### src/rtl/kanagawa_dsp_pkg.sv
// Shared constants, tag payload and round-robin pick helper for the DSP multiplier arbiter.
package kanagawa_dsp_pkg;

   localparam int unsigned DSP_OP_W        = 18;
   localparam int unsigned DSP_RES_W       = 36;
   localparam int unsigned DSP_MUL_LATENCY = 2;
   localparam int unsigned DSP_MAX_REQ     = 16;
   localparam int unsigned DSP_ID_MAX_W    = 4;

   // Tag id is sized for the largest requester count; users truncate to their own ID_W.
   typedef struct packed {
      logic                    v;
      logic [DSP_ID_MAX_W-1:0] id;
   } dsp_tag_t;

   // One-hot grant: first valid index at or after ptr, wrapping at n-1 -> 0.
   function automatic logic [DSP_MAX_REQ-1:0] rr_pick(input logic [DSP_MAX_REQ-1:0]  valid,
                                                     input logic [DSP_ID_MAX_W-1:0] ptr,
                                                     input int unsigned             n);
      logic [DSP_MAX_REQ-1:0] grant;
      logic                   found;
      int unsigned            idx;
      grant = '0;
      found = 1'b0;
      for (int unsigned k = 0; k < DSP_MAX_REQ; k++) begin
         if (k < n) begin
            idx = 32'(ptr) + k;
            if (idx >= n) idx = idx - n;
            if (!found && valid[4'(idx)]) begin
               grant[4'(idx)] = 1'b1;
               found          = 1'b1;
            end
         end
      end
      return grant;
   endfunction

endpackage

### src/rtl/kanagawa_dsp_mul_pipe.sv
// Two-stage 18x18 multiplier: operand registers, then product register; maps onto one DSP block.
(* use_dsp = "yes" *)
module kanagawa_dsp_mul_pipe
   import kanagawa_dsp_pkg::*;
#(
   parameter bit SIGNED = 1'b0
) (
   input  logic                 clk,
   input  logic [DSP_OP_W-1:0]  x,
   input  logic [DSP_OP_W-1:0]  y,
   output logic [DSP_RES_W-1:0] product
);

   logic [DSP_OP_W-1:0]  x_q, y_q;
   logic [DSP_RES_W-1:0] product_q, product_d;
   logic [DSP_RES_W-1:0] x_ext, y_ext;

   // Extend to the full result width first so the 36-bit product is exact in both modes.
   always_comb begin
      x_ext = {{(DSP_RES_W-DSP_OP_W){1'b0}}, x_q};
      y_ext = {{(DSP_RES_W-DSP_OP_W){1'b0}}, y_q};
      if (SIGNED) begin
         x_ext = {{(DSP_RES_W-DSP_OP_W){x_q[DSP_OP_W-1]}}, x_q};
         y_ext = {{(DSP_RES_W-DSP_OP_W){y_q[DSP_OP_W-1]}}, y_q};
      end
      product_d = DSP_RES_W'(x_ext * y_ext);
   end

   // Datapath registers carry no reset so they pack into the DSP pipeline registers.
   always_ff @(posedge clk) begin
      x_q       <= x;
      y_q       <= y;
      product_q <= product_d;
   end

   assign product = product_q;

endmodule

### src/rtl/kanagawa_dsp_mul_arbiter.sv
// Round-robin arbiter sharing one pipelined 18x18 multiplier among NUM_REQ requesters;
// results return tagged to their owner two cycles after the grant.
module kanagawa_dsp_mul_arbiter
   import kanagawa_dsp_pkg::*;
#(
   parameter int unsigned NUM_REQ = 4,
   parameter bit          SIGNED  = 1'b0,
   parameter int unsigned LATENCY = 2
) (
   input  logic                            clk,
   input  logic                            rst_n,
   input  logic [NUM_REQ-1:0]              req_valid_in,
   input  logic [NUM_REQ*DSP_OP_W-1:0]     req_x_in,
   input  logic [NUM_REQ*DSP_OP_W-1:0]     req_y_in,
   output logic [NUM_REQ-1:0]              req_ready_out,
   output logic [NUM_REQ-1:0]              rsp_valid_out,
   output logic [$clog2(NUM_REQ)-1:0]      rsp_id_out,
   output logic [DSP_RES_W-1:0]            rsp_result_out,
   output logic                            busy_out
);

   localparam int unsigned ID_W = $clog2(NUM_REQ);

   if (LATENCY != DSP_MUL_LATENCY) begin : g_bad_latency
      $fatal(1, "kanagawa_dsp_mul_arbiter: LATENCY must be 2");
   end
   if (NUM_REQ < 2 || NUM_REQ > DSP_MAX_REQ) begin : g_bad_num_req
      $fatal(1, "kanagawa_dsp_mul_arbiter: NUM_REQ must be 2..16");
   end

   logic [ID_W-1:0]      rr_ptr_q, rr_ptr_d;
   dsp_tag_t             tag0_q, tag0_d;
   logic [NUM_REQ-1:0]   rsp_valid_q, rsp_valid_d;
   logic [ID_W-1:0]      rsp_id_q, rsp_id_d;
   logic                 busy_q, busy_d;

   logic [NUM_REQ-1:0]   grant_c;
   logic [ID_W-1:0]      grant_idx;
   logic [DSP_OP_W-1:0]  x_mux, y_mux;
   logic [DSP_RES_W-1:0] product;

   // Arbitration, operand mux and next-state for pointer and tag pipeline.
   always_comb begin
      grant_c     = NUM_REQ'(rr_pick(DSP_MAX_REQ'(req_valid_in), DSP_ID_MAX_W'(rr_ptr_q), NUM_REQ));
      grant_idx   = '0;
      x_mux       = '0;
      y_mux       = '0;
      rr_ptr_d    = rr_ptr_q;
      tag0_d      = '0;
      rsp_valid_d = '0;
      rsp_id_d    = ID_W'(tag0_q.id);
      busy_d      = 1'b0;

      for (int unsigned i = 0; i < NUM_REQ; i++) begin
         if (grant_c[i]) begin
            grant_idx = ID_W'(i);
            x_mux     = req_x_in[DSP_OP_W*i +: DSP_OP_W];
            y_mux     = req_y_in[DSP_OP_W*i +: DSP_OP_W];
         end
      end

      if (|grant_c) begin
         rr_ptr_d  = (grant_idx == ID_W'(NUM_REQ - 1)) ? '0 : grant_idx + ID_W'(1);
         tag0_d.v  = 1'b1;
         tag0_d.id = DSP_ID_MAX_W'(grant_idx);
      end

      if (tag0_q.v) rsp_valid_d[ID_W'(tag0_q.id)] = 1'b1;

      // After the edge, S0 holds this cycle's grant and S1 holds the current S0 tag.
      busy_d = tag0_d.v | tag0_q.v;
   end

   always_ff @(posedge clk or negedge rst_n) begin
      if (!rst_n) begin
         rr_ptr_q    <= '0;
         tag0_q      <= '0;
         rsp_valid_q <= '0;
         rsp_id_q    <= '0;
         busy_q      <= 1'b0;
      end else begin
         rr_ptr_q    <= rr_ptr_d;
         tag0_q      <= tag0_d;
         rsp_valid_q <= rsp_valid_d;
         rsp_id_q    <= rsp_id_d;
         busy_q      <= busy_d;
      end
   end

   kanagawa_dsp_mul_pipe #(
      .SIGNED (SIGNED)
   ) u_mul_pipe (
      .clk     (clk),
      .x       (x_mux),
      .y       (y_mux),
      .product (product)
   );

   // Product register is unreset; gating by the strobe keeps the result port clean out of reset.
   always_comb begin
      req_ready_out  = grant_c;
      rsp_valid_out  = rsp_valid_q;
      rsp_id_out     = rsp_id_q;
      busy_out       = busy_q;
      rsp_result_out = (|rsp_valid_q) ? product : '0;
   end

endmodule
### config.mk
export PLATFORM = sky130hd
export DESIGN_NAME = kanagawa_dsp_mul_arbiter
export DESIGN_NICKNAME = d
export VERILOG_FILES = /design/src/rtl/kanagawa_dsp_pkg.sv /design/src/rtl/kanagawa_dsp_mul_pipe.sv /design/src/rtl/kanagawa_dsp_mul_arbiter.sv
export SDC_FILE = /design/constraint.sdc
export NUM_CORES = 1
export LEC_CHECK = 0
export BUFFER_PORTS_ARGS = -buffer_cell sky130_fd_sc_hd__buf_4
export CORE_MARGIN = 3
export CORE_UTILIZATION = 51
export CTS_CLUSTER_DIAMETER = 60
export DETAILED_ROUTE_END_ITERATION = 12
export HOLD_SLACK_MARGIN = 0.02
export PLACE_DENSITY = 0.72
export SLEW_MARGIN = 20
export SYNTH_ARGS = -nofsm -noshare
export SYNTH_HDL_FRONTEND = slang
export SYNTH_SLANG_ARGS = --single-unit
### constraint.sdc
create_clock -name clk -period 8.3 [get_ports clk]
set_input_delay 1.66 -clock clk [delete_from_list [all_inputs] [get_ports clk]]
set_output_delay 1.66 -clock clk [all_outputs]
set_load 0.01 [all_outputs]
==> impl_metrics.py <==
metrics = {
    "run_status": {
        "outcome": "finished clean",
    },
    "timing": {
        "layout_min_cycle_time_ns": 7.03,
        "maxSlewHeadroom_pct": 39.9,
        "worst_pin_slew_ns": 0.901,
        "hold_violations": 0,
        "finalCritPeriodShare_pct": 84.7,
        "clock.fmax_mhz": 142,
        "rsz0062_at_grt": "false",
        "skew_ns": 0.0143,
        "finalSetupViolCount": 0,
        "holdWs_ns": 0.460,
        "fin_ws_ns": 1.27,
        "fin_setup_tns_ns": 0,
        "drv_slew": 0,
    },
    "synth": {
        "synth_compound_gate_area_share_pct": 7.91,
        "async_flop_share_pct": 14.3,
        "synthAdderAreaFrac_pct": 47.7,
        "synth_top_family_by_area": "adder cells",
        "yosys.area.top_type": "fa_1",
        "synth_simple_gate_area_share_pct": 18.9,
        "synth_nets": 2096,
        "synth_top_area_share_pct": 37.1,
        "ys_ff_latch": 84,
        "synth_edf_count": 0,
        "yosysSeqAreaShare_pct": 12.6,
        "synth_cell_types": 64,
        "synth_area_leaders": "fa_1, ha_1, dfxtp_1, inv_1, nand2_1",
        "syn_area_per_cell_um2": 8.80,
        "muxShareOfSynthArea_pct": 0.796,
        "synthXorXnorAreaFrac_pct": 1.65,
        "syn_area_mm2": 0.0138,
        "synthFlopType": "dfxtp_1",
        "ys_warn_count": 0,
        "netlist_instances": 1572,
    },
    "layout": {
        "nFillCells": 2291,
        "drive_above_1_share_pct": 13.9,
        "mostFrequentLayoutCell": "inv_1",
        "final_cells": 2053,
        "area.sequential_mm2": 0.00174,
        "antennaDiodeCount": 0,
        "multi_input_area_mm2": 0.0107,
        "mostFrequentLayoutCells": "inv_1, fa_1, nand2_1, buf_4, and2_1",
        "nNetsFinal": 2237,
        "synthToLayoutAreaGrowth_pct": 14.6,
    },
    "cts": {
        "clk_latency_ns": 0.36,
        "clockBufferDepth": 2,
        "cts_sinks": 84,
        "cts.repair.resized": 0,
        "clkTransAtPathRegs_ns": 0.08,
        "htree_levels": 3,
        "numCtsBuffers": 9,
        "cts_hold_buf": 0,
        "post_cts_buffers": 0,
        "root_buffer": "clkbuf_16",
        "cts_tree": "built",
    },
    "grt": {
        "grt_first_pass_wirelength_um": 61100,
        "grt_pass1_vias": 11800,
        "grtUsageTotal_pct": 26.5,
        "grt_max_degree": 44,
        "antenna_found_initial": 1,
        "grt_overflow": 0,
    },
    "min_path": {
        "worstHoldStart": "rsp_id_d[1]",
        "min_to": "rsp_id_out[1]",
        "holdPathStages": 0,
        "hp-class": "register to register",
    },
    "route": {
        "drt-initial-drc-count": 814,
        "drc": 0,
        "vias_per_cell": 5.44,
        "routed_wirelength_um": 36800,
        "final_antenna_net_count": 0,
        "detail_route.first_pass.iterations": 5,
        "vias": 11200,
        "routedWlPerCell_um": 17.9,
    },
    "critical_path": {
        "cp-start-kind": "register",
        "ff2ff_path_depth": 19,
        "r2r-end": "u_mul_pipe.product[35]",
        "end_kind": "register",
        "arrival_ns": 7.32,
        "path_class": "register to register",
        "r2r_start": "u_mul_pipe.x_q[15]",
        "crit_fanout": 18,
        "required_ns": 8.59,
        "r2r_slack_ns": 1.27,
    },
    "floorplan": {
        "die_area_mm2": 0.0291,
        "initial_core_util_pct": 52.5,
        "core_mm2": 0.0264,
        "num_rows": 59,
        "ios": 197,
        "die_x_um": 171,
        "die_h_um": 171,
    },
    "placed_design": {
        "hpwl_um": 29600,
        "place.gp.congestion": 0.928,
        "io_buffers": 196,
        "dp.cells": 2037,
        "pre_cts_slack_ns": 1.35,
    },
    "run": {
        "maxCapViolations": 0,
    },
}
## flip-flops by register name, summed over array words and instances (netlist names)
signal / cells
rr_ptr_q: 2
busy_out: 1
u_mul_pipe.x_q: 18
rsp_valid_out: 4
rsp_id_out: 2
rsp_id_d: 2
tag0_q: 1
u_mul_pipe.y_q: 18
u_mul_pipe.product: 36
## how the worst max path moves through the flow
stage | start | end | slack (ns)
floorplan | u_mul_pipe.x_q[11] | u_mul_pipe.product[23] | 2.07
global placement | u_mul_pipe.x_q[14] | u_mul_pipe.product[35] | 1.41
detailed placement | u_mul_pipe.y_q[9] | u_mul_pipe.product[33] | 1.35
CTS | u_mul_pipe.y_q[9] | u_mul_pipe.product[35] | 1.34
global route | u_mul_pipe.x_q[10] | u_mul_pipe.product[23] | 0.98
finish | u_mul_pipe.x_q[15] | u_mul_pipe.product[35] | 1.27
## cell families (layout without fill, tap and decap cells)
kind of cell,count (synthesis),after routing
compound gates,161,161
xor+xnor,26,26
fa+ha+maj,374,374
buf+inv,382,528
flops,84,84
mux,8,8
simple gates,537,537
## worst max-delay path, stage by stage, from the launching register on
cell       delay [ns]
dfxtp_1          0.78
nand2_1          0.20
fa_1             0.57
fa_1             0.53
fa_1             0.52
inv_1            0.06
fa_1             0.50
fa_1             0.49
inv_1            0.05
fa_1             0.47
inv_1            0.04
ha_1             0.36
a21oi_1          0.34
o2111ai_1        0.22
a311o_1          0.41
a211o_1          0.40
a311oi_1         0.53
o21ai_0          0.16
a21oi_1          0.20
xnor2_1          0.14
## final cells by class
class / instances / share of cell area, %
clock buffers: 9 / 1.42
flip-flops and latches: 84 / 11.0
clock inverters: 7 / 0.592
repair buffers: 205 / 9.71
multi-input cells: 1106 / 67.4
inverters: 307 / 7.27
well taps: 335 / 2.65
## layer usage
metal  global-route usage [%]  part of all wire [%]  up-vias
li1                         -                     -     5105
met1                     35.1                    41     5515
met2                     44.2                    48      457
met3                     4.81                   7.7       87
met4                     8.78                   3.3        2
met5                        0                 0.035        -
## cell usage after synthesis (all sizes together), types with 2 or more instances
library cell	n
a31oi	5
dfrtp	12
nor2	56
mux4	2
nand4b	2
a2111oi	2
nor4	2
a221oi	36
o21bai	2
a311oi	3
inv	307
and3	4
mux2i	2
nand2	247
a21o	5
xor2	10
o211ai	3
or2	3
xnor2	16
ha	118
dfxtp	72
buf	4
clkbuf	71
nand2b	8
a21oi	56
nand3	10
o31a	2
nand4	4
a31o	2
o21ai	23
and4	2
nor2b	42
a22o	2
fa	256
mux2	4
or3	4
nor3	7
a211oi	4
or4b	2
o21a	3
and2	139
## metrics by stage
step	cell area, µm²	util, %
after global placement	15500	58.9
after floorplan	13800	-
after CTS	15800	60.1
after detailed placement	15500	58.9
after global routing	15800	60.1
final	15800	60.1
Power is not shown: default switching activity piles up to over one toggle a cycle in this logic, so the estimate is an artifact.
